<file path="src/rtl/fft_bin_reader.sv">
`default_nettype none
// ============================================================================
//  Module   : fft_bin_reader
//  Purpose  : Streams FFT bins from the sample RAM (port B) in natural order,
//             undoing bit-reversed storage, as alpha-max-plus-beta-min
//             magnitudes over a valid/ready interface.
//  Revision : 1.0 - initial release
// ============================================================================
module fft_bin_reader #(
    parameter int ADDR_W = 7,
    parameter int DATA_W = 13,
    parameter int N_OUT  = 64,
    parameter int BITREV = 1
) (
    input  logic                  clk,
    input  logic                  rst,
    input  logic                  start,
    output logic                  busy,
    output logic                  done,
    output logic                  ram_en,
    output logic [ADDR_W-1:0]     ram_addr,
    input  logic [2*DATA_W-1:0]   ram_dout,
    output logic                  out_valid,
    input  logic                  out_ready,
    output logic [ADDR_W-1:0]     out_bin,
    output logic [DATA_W-1:0]     out_mag,
    output logic                  out_last
);

    localparam logic [1:0]        c_ST_IDLE  = 2'd0;
    localparam logic [1:0]        c_ST_RUN   = 2'd1;
    localparam logic [1:0]        c_ST_DRAIN = 2'd2;
    localparam logic [ADDR_W-1:0] c_LAST_K   = ADDR_W'(N_OUT - 1);

    logic [1:0]        r_state;
    logic [1:0]        w_state_nxt;
    logic [ADDR_W-1:0] r_rd_k;
    logic              r_inflight;
    logic [ADDR_W-1:0] r_inflight_k;
    logic [ADDR_W-1:0] r_fifo_bin [2];
    logic [DATA_W-1:0] r_fifo_mag [2];
    logic              r_wr_ptr;
    logic              r_rd_ptr;
    logic [1:0]        r_count;
    logic              r_done;

    logic [ADDR_W-1:0] w_rd_addr;
    logic              w_issue;
    logic              w_push;
    logic              w_pop;
    logic [2:0]        w_outstanding;
    logic [ADDR_W-1:0] w_head_bin;
    logic              w_head_last;
    logic [DATA_W-1:0] w_re;
    logic [DATA_W-1:0] w_im;
    logic [DATA_W-1:0] w_abs_re;
    logic [DATA_W-1:0] w_abs_im;
    logic [DATA_W-1:0] w_max;
    logic [DATA_W-1:0] w_min;
    logic [DATA_W-1:0] w_mag;

    // Bin k lives at address bitrev(k) when the FFT left its output scrambled.
    generate
        if (BITREV != 0) begin : g_bitrev
            for (genvar i = 0; i < ADDR_W; i++) begin : g_bit
                assign w_rd_addr[i] = r_rd_k[ADDR_W-1-i];
            end
        end else begin : g_natural
            assign w_rd_addr = r_rd_k;
        end
    endgenerate

    // Magnitude of the word returned by the RAM this cycle. The two's-complement
    // negate of the most negative value yields 2**(DATA_W-1), which is exactly
    // right when the result is read as unsigned.
    assign w_re     = ram_dout[DATA_W-1:0];
    assign w_im     = ram_dout[2*DATA_W-1:DATA_W];
    assign w_abs_re = w_re[DATA_W-1] ? (~w_re + DATA_W'(1)) : w_re;
    assign w_abs_im = w_im[DATA_W-1] ? (~w_im + DATA_W'(1)) : w_im;
    assign w_max    = (w_abs_re > w_abs_im) ? w_abs_re : w_abs_im;
    assign w_min    = (w_abs_re > w_abs_im) ? w_abs_im : w_abs_re;
    assign w_mag    = w_max + (w_min >> 1);

    // FIFO handshake. A pop in this cycle frees a slot in time for a read
    // issued now, which is what sustains one bin per clock with ready high.
    assign w_push        = r_inflight;
    assign w_pop         = out_valid & out_ready;
    assign w_outstanding = 3'(r_count) + 3'(r_inflight) - 3'(w_pop);
    assign w_head_bin    = r_fifo_bin[r_rd_ptr];
    assign w_head_last   = (w_head_bin == c_LAST_K);

    assign busy      = (r_state != c_ST_IDLE);
    assign done      = r_done;
    assign ram_en    = w_issue;
    assign ram_addr  = w_issue ? w_rd_addr : '0;
    assign out_valid = (r_count != 2'd0);
    assign out_bin   = out_valid ? w_head_bin : '0;
    assign out_mag   = out_valid ? r_fifo_mag[r_rd_ptr] : '0;
    assign out_last  = out_valid & w_head_last;

    // Next-state and read-issue decision.
    always_comb begin
        w_state_nxt = r_state;
        w_issue     = 1'b0;
        case (r_state)
            c_ST_IDLE: begin
                if (start) begin
                    w_state_nxt = c_ST_RUN;
                end
            end
            c_ST_RUN: begin
                w_issue = (w_outstanding < 3'd2);
                if (w_issue && (r_rd_k == c_LAST_K)) begin
                    w_state_nxt = c_ST_DRAIN;
                end
            end
            c_ST_DRAIN: begin
                if (w_pop && w_head_last) begin
                    w_state_nxt = c_ST_IDLE;
                end
            end
            default: w_state_nxt = c_ST_IDLE;
        endcase
    end

    // State register, read counter, in-flight tag and done pulse.
    always_ff @(posedge clk) begin
        if (rst) begin
            r_state      <= c_ST_IDLE;
            r_rd_k       <= '0;
            r_inflight   <= 1'b0;
            r_inflight_k <= '0;
            r_done       <= 1'b0;
        end else begin
            r_state      <= w_state_nxt;
            r_inflight   <= w_issue;
            r_done       <= (r_state == c_ST_DRAIN) && w_pop && w_head_last;
            if (w_issue) begin
                r_inflight_k <= r_rd_k;
            end
            if ((r_state == c_ST_IDLE) && start) begin
                r_rd_k <= '0;
            end else if (w_issue && (r_rd_k != c_LAST_K)) begin
                r_rd_k <= r_rd_k + ADDR_W'(1);
            end
        end
    end

    // Two-entry output FIFO holding converted bins tagged with their index.
    always_ff @(posedge clk) begin
        if (rst) begin
            r_wr_ptr <= 1'b0;
            r_rd_ptr <= 1'b0;
            r_count  <= 2'd0;
            for (int i = 0; i < 2; i++) begin
                r_fifo_bin[i] <= '0;
                r_fifo_mag[i] <= '0;
            end
        end else begin
            if (w_push) begin
                r_fifo_bin[r_wr_ptr] <= r_inflight_k;
                r_fifo_mag[r_wr_ptr] <= w_mag;
                r_wr_ptr             <= ~r_wr_ptr;
            end
            if (w_pop) begin
                r_rd_ptr <= ~r_rd_ptr;
            end
            case ({w_push, w_pop})
                2'b10:   r_count <= r_count + 2'd1;
                2'b01:   r_count <= r_count - 2'd1;
                default: r_count <= r_count;
            endcase
        end
    end

endmodule
`default_nettype wire

</file>
<file path="config.mk">
export PLATFORM = sky130hd
export DESIGN_NAME = fft_bin_reader
export DESIGN_NICKNAME = d
export VERILOG_FILES = /design/src/rtl/fft_bin_reader.sv
export SDC_FILE = /design/constraint.sdc
export NUM_CORES = 1
export LEC_CHECK = 0
export ABC_AREA = 0
export CAP_MARGIN = 20
export CORE_MARGIN = 2
export CORE_UTILIZATION = 60
export CTS_CLUSTER_DIAMETER = 60
export DETAILED_ROUTE_END_ITERATION = 16
export PLACE_DENSITY_LB_ADDON = 0.15
export SYNTH_ARGS = -nofsm -noshare
export SYNTH_HDL_FRONTEND = slang
export SYNTH_SLANG_ARGS = --single-unit
</file>
<file path="constraint.sdc">
create_clock -name clk -period 12.8 [get_ports clk]
set_clock_uncertainty 0.1 [all_clocks]
set_input_delay 2.56 -clock clk [delete_from_list [all_inputs] [get_ports clk]]
set_output_delay 2.56 -clock clk [all_outputs]
set_load 0.005 [all_outputs]
</file>
; Word level (Yosys, flattened, before mapping)
; Memories as Yosys holds them, arrays and structs flattened. A register that Yosys moved wholly into a read port is not among the register bits.
; Index checks and enable logic that the tools add are counted.
[op_classes]
n_addsub = 8
magnitude_cmp = 2
eq_ne = 10
n_mux = 28
bitwise_logic = 6
n_reduce_logical = 14
[ops]
columns = cell, count
row1 = $mux 13, 6
row2 = $add 13x1->13 const B, 2
row3 = $not 13->13, 2
row4 = $mux 7, 3
row5 = $eq 7x6->1 const B, 2
row6 = $mux 1, 14
row7 = $add 13x12->13, 1
row8 = $gt 13x13->1, 1
row9 = $reduce_or 13->1, 1
row10 = $add 7x1->7 const B, 1
row11 = $ne 7x6->1 const B, 1
row12 = $reduce_or 7->1, 1
row13 = $logic_and 1x1->1, 6
row14 = $mux 2, 3
row15 = $ne 2x2->1 const B, 3
row16 = $pmux 2 s3, 1
row17 = $reduce_bool 2->1, 3
row18 = $eq 2x1->1 const B, 2
row19 = $eq 2x2->1 const B, 2
row20 = $pmux 2 s2, 1
row21 = $add 2x1->3, 1
row22 = $lt 3x2->1 const B, 1
row23 = $reduce_and 3->1, 1
row24 = $sub 3x1->3, 1
row25 = other kinds (6), 8
[totals]
ff_bits = 22
mem_bits_rw = 40
input_bits = 30
out_inout_bits = 32
wordCells = 78
n_memories = 2
[mem_list]
columns = memory, words, width, read_ports, rd_clocked_by_memory_dff, wr, line
row1 = r_fifo_mag, 2, 13, 1, 1, 2, 41  ; logic [DATA_W-1:0] r_fifo_mag [2];
row2 = r_fifo_bin, 2, 7, 1, 1, 2, 40  ; logic [ADDR_W-1:0] r_fifo_bin [2];

; Longest topological paths before layout
[logic_depth]
depth_word = 7
mapped_depth = 22
ltp_nobuf = 21

; Worst setup path before layout
; Ideal clock, no wire load.
[synth_timing]
path_kind = input to register
startpoint = input ram_dout[4]
endpoint = memory r_fifo_mag[1][10], data pin
setup_ps = 266
arrival_ps = 6531
required_ps = 12434
path_slack_ps = 5903
cell_stages = 20
path_buffers = 1
path_cell_list = nor4_4 nand3_1 o41ai_1 xor2_1 inv_1 ha_1 and3_1 and3_2 o31ai_2 and3_1 a21oi_4 buf_6 mux2i_1 ha_1 fa_1 a211oi_1 o211ai_2 a31oi_1 xor2_1 nor2_1
[synth_lines]
columns = element, line
row1 = start: declaration, 22  ; input logic [2*DATA_W-1:0] ram_dout,
row2 = end: declaration, 41

; Worst setup path after layout
[layout_timing]
startpoint = input out_ready
endpoint = output ram_addr[5]
[layout_between]
elab_chain_cells = 5
[layout_lines]
columns = element, line
row1 = start: declaration, 24  ; input logic out_ready,
row2 = $and 1x1->1, 87  ; assign w_pop = out_valid & out_ready;
row3 = via w_pop, 50  ; logic w_pop;
row4 = $sub 3x1->3, 88  ; assign w_outstanding = 3'(r_count) + 3'(r_inflight) - 3'(w_pop);
row5 = $lt 3x2->1, 112  ; w_issue = (w_outstanding < 3'd2);
row6 = $mux 1, 105  ; case (r_state)
row7 = $mux 7, 95  ; assign ram_addr = w_issue ? w_rd_addr : '0;
row8 = end: declaration, 21  ; output logic [ADDR_W-1:0] ram_addr,
; The timed path passes the listed nets, and every way through them passes these cells.

==> impl_metrics.yaml <==
logic_synthesis:
  synth_simple_gate_area_share_pct: 19.9
  async_flop_share_pct: 0
  ys_ff_latch: 63
  synth_cell_type_count: 53
  synth_fa_ha_area_share_pct: 9.52
  synthTopCellsByCount: "68 x nor2_1, 45 x mux2i_1, 40 x edfxtp_1"
  yosysWarnings: 0
  synth_mux_area_share_pct: 10.3
  syn_area_sq_um: 4360
  synth-main-ff-cell: "edfxtp_1"
  syn_nets: 523
  yosysSeqAreaShare_pct: 38.1
  synth_top_cell_area_share_pct: 27.5
  synth_edf_count: 40
  synth_top_family_by_area: "simple AND/OR/NAND/NOR gates"
  yosysMostFrequentCell: "nor2_1"
  syn_inst: 461
  synth_xor_xnor_area_share_pct: 7.83
  yosysTopAreaCell: "edfxtp_1"
  yosys-top-cells-area: "edfxtp_1 28%, dfxtp_1 11%, mux2i_1 10%"
  syn_area_per_cell_sq_um: 9.46
  synth_compound_gate_area_share_pct: 10.2
hold_path:
  hold_path.class: "reg2reg"
clock_network:
  cts_sinks: 63
  clk_path_buf_depth: 2
  hold_buffers: 0
  clk_pin_slew_ns: 0.09
  ctsResizeCount: 0
  postCtsSetupBuffers: 0
  cts_tree: "done"
  clk_latency_ns: 0.35
  cts-root-buf: "clkbuf_8"
  htreeDepth: 3
  numCtsBuffers: 9
sta:
  max_freq_mhz: 120
  tightest_slew_ns: 0.976
  period_share_pct: 65.0
  fin_tns_setup_ns: 0
  hold_violations: 0
  slew_viol_final: 0
  fin_crit_ns: 8.32
  setup_violations: 0
  whs_ns: 0.396
  rsz0062_at_grt: "false"
  slew_headroom_pct: 34.9
global_routing:
  grt_util_all_layers_pct: 24.0
  grt_max_degree: 24
  antenna_found_initial: 0
  grt_pass1_wl_mm: 14.7
  grt_overflow: 0
  first_global_vias: 3277
flow_run:
  drv_cap: 0
routing:
  num_vias: 3454
  top_layer_used: "met4"
  ant_nets: 0
  drt_drc_violations_left: 0
  wl_mm: 9.09
  drt-wirelength-per-cell_microns: 14.5
  wl_met1_mm: 4.17
  drtIter0Drc: 190
  wl_met2_mm: 4.48
  firstDrtPassIters: 5
  vias_per_cell: 5.51
  wl_met3_microns: 352
pwr:
  p_leak_nw: 2.12
  p_per_area_nw_per_um2: 142
  peakVddDrop_mv: 0.0847
cells_and_area:
  diodes: 0
  final_util_pct: 73.8
  layout.cells.non_filler: 627
  syn2layout_area_growth_pct: 20.6
  seqCellArea_sq_um: 1660
  multi_input_area_sq_um: 2520
  final_area_sq_um: 5260
  nFillCells: 554
  drive_above_1_share_pct: 5.30
  layout.nets: 585
setup_path:
  path_class: "in2out"
  arrival_ns: 5.66
  crit_fanout: 12
  rrSetupSlack_ns: 9.29
  setup.worst_path.start_class: "primary input"
  worstPathRequired_ns: 10.14
  endpoint_kind: "output pin"
place:
  place_congestion: 0.935
  port_buffers: 61
  placedCellCount: 610
  dp_hpwl_mm: 7.00
  placed_area_sq_um: 5050
die:
  die_w_microns: 89.3
  die_area_sq_um: 7970
  ioPinCount: 62
  rows: 31
  initial_core_util_pct: 61.1
  chipHeight_microns: 89.3
  coreArea_sq_um: 7140
status:
  status: "complete, no violations"
## flip-flops by register name (all words and copies together) (netlist names), 2 cells and up, named ones only
| register | count |
|---|---|
| r_rd_k | 7 |
| r_fifo_mag | 26 |
| r_inflight_k | 7 |
| r_fifo_bin | 14 |
| r_state | 2 |
| r_count | 2 |
## placed cells by master (no fill, tap or decap), types with 3 or more instances in the layout
master,Yosys,routed
nor3b_1,3,3
a21o_1,6,6
clkbuf_8,0,9
inv_1,30,30
clkdlybuf4s50_1,0,61
nor2b_1,4,4
dfxtp_1,23,23
nand2_1,35,35
a21boi_0,3,3
nor2_1,68,68
nand4_1,4,4
and3_1,4,4
and2_1,18,18
nor3_1,12,12
xnor2_1,13,13
o31ai_1,4,4
or3_1,3,3
a21oi_1,19,19
a31oi_1,3,3
ha_1,30,30
nand3_1,7,7
nand2b_1,3,3
edfxtp_1,40,40
mux2i_1,45,45
xor2_1,26,26
o21ai_0,12,12
## worst max-delay path, cell delays in order
cell and delay (ns):
clkdlybuf4s50_1 0.47, nor2b_1 0.27, ha_1 0.28, nand2b_1 0.15, fa_1 0.37, xnor2_1 0.17, nand3_1 0.38, inv_2 0.27
nand2_1 0.15, inv_1 0.09, clkdlybuf4s50_1 0.49
## layer usage
| layer | track usage, % | vias up |
|---|---|---|
| met5 | 0 | - |
| met4 | 8.41 | 0 |
| met3 | 4.71 | 8 |
| met2 | 40.9 | 89 |
| met1 | 30.5 | 1609 |
| li1 | - | 1748 |
## through the flow
stage	setup slack (ns)	total power (W)
final	4.48	0.000748
after global routing	4.24	0.000800
after CTS	4.48	0.000746
after detailed placement	4.47	0.000583
after global placement	4.50	0.000571
after floorplan	5.90	0.000485
## cell families (layout without fill, tap and decap cells)
logic type | count (synthesis) | in the layout
AND/OR/NAND/NOR | 172 | 172
AO/OA/AOI/OAI | 66 | 66
flip-flops | 63 | 63
multiplexers | 45 | 45
buffers and inverters | 44 | 111
XOR/XNOR | 39 | 39
adder cells (fa/ha/maj) | 32 | 32
## cell type report
class | count | share of cell area [%]
inverters | 31 | 2.21
multi-input cells | 354 | 47.8
flip-flops and latches | 63 | 31.6
clock buffers | 10 | 2.83
repair buffers | 64 | 12.4
well taps | 99 | 2.35
clock inverters | 6 | 0.784
## power by group
part / switching [W] / internal, W
clock: 0.0000818 / 0.0000819
combinational: 0.000180 / 0.000151
sequential: 0.0000134 / 0.000240
## worst paths after layout
kind / from / to / cells past startpoint
hold / removal: r_state[1] / r_state[0] / 1
setup reg to reg: r_count[1] / r_rd_k[5] / 13
hold reg to reg: r_state[1] / r_state[0] / 1
setup / recovery: out_ready / ram_addr[5] / 11
(Power assumes the default switching activity.)
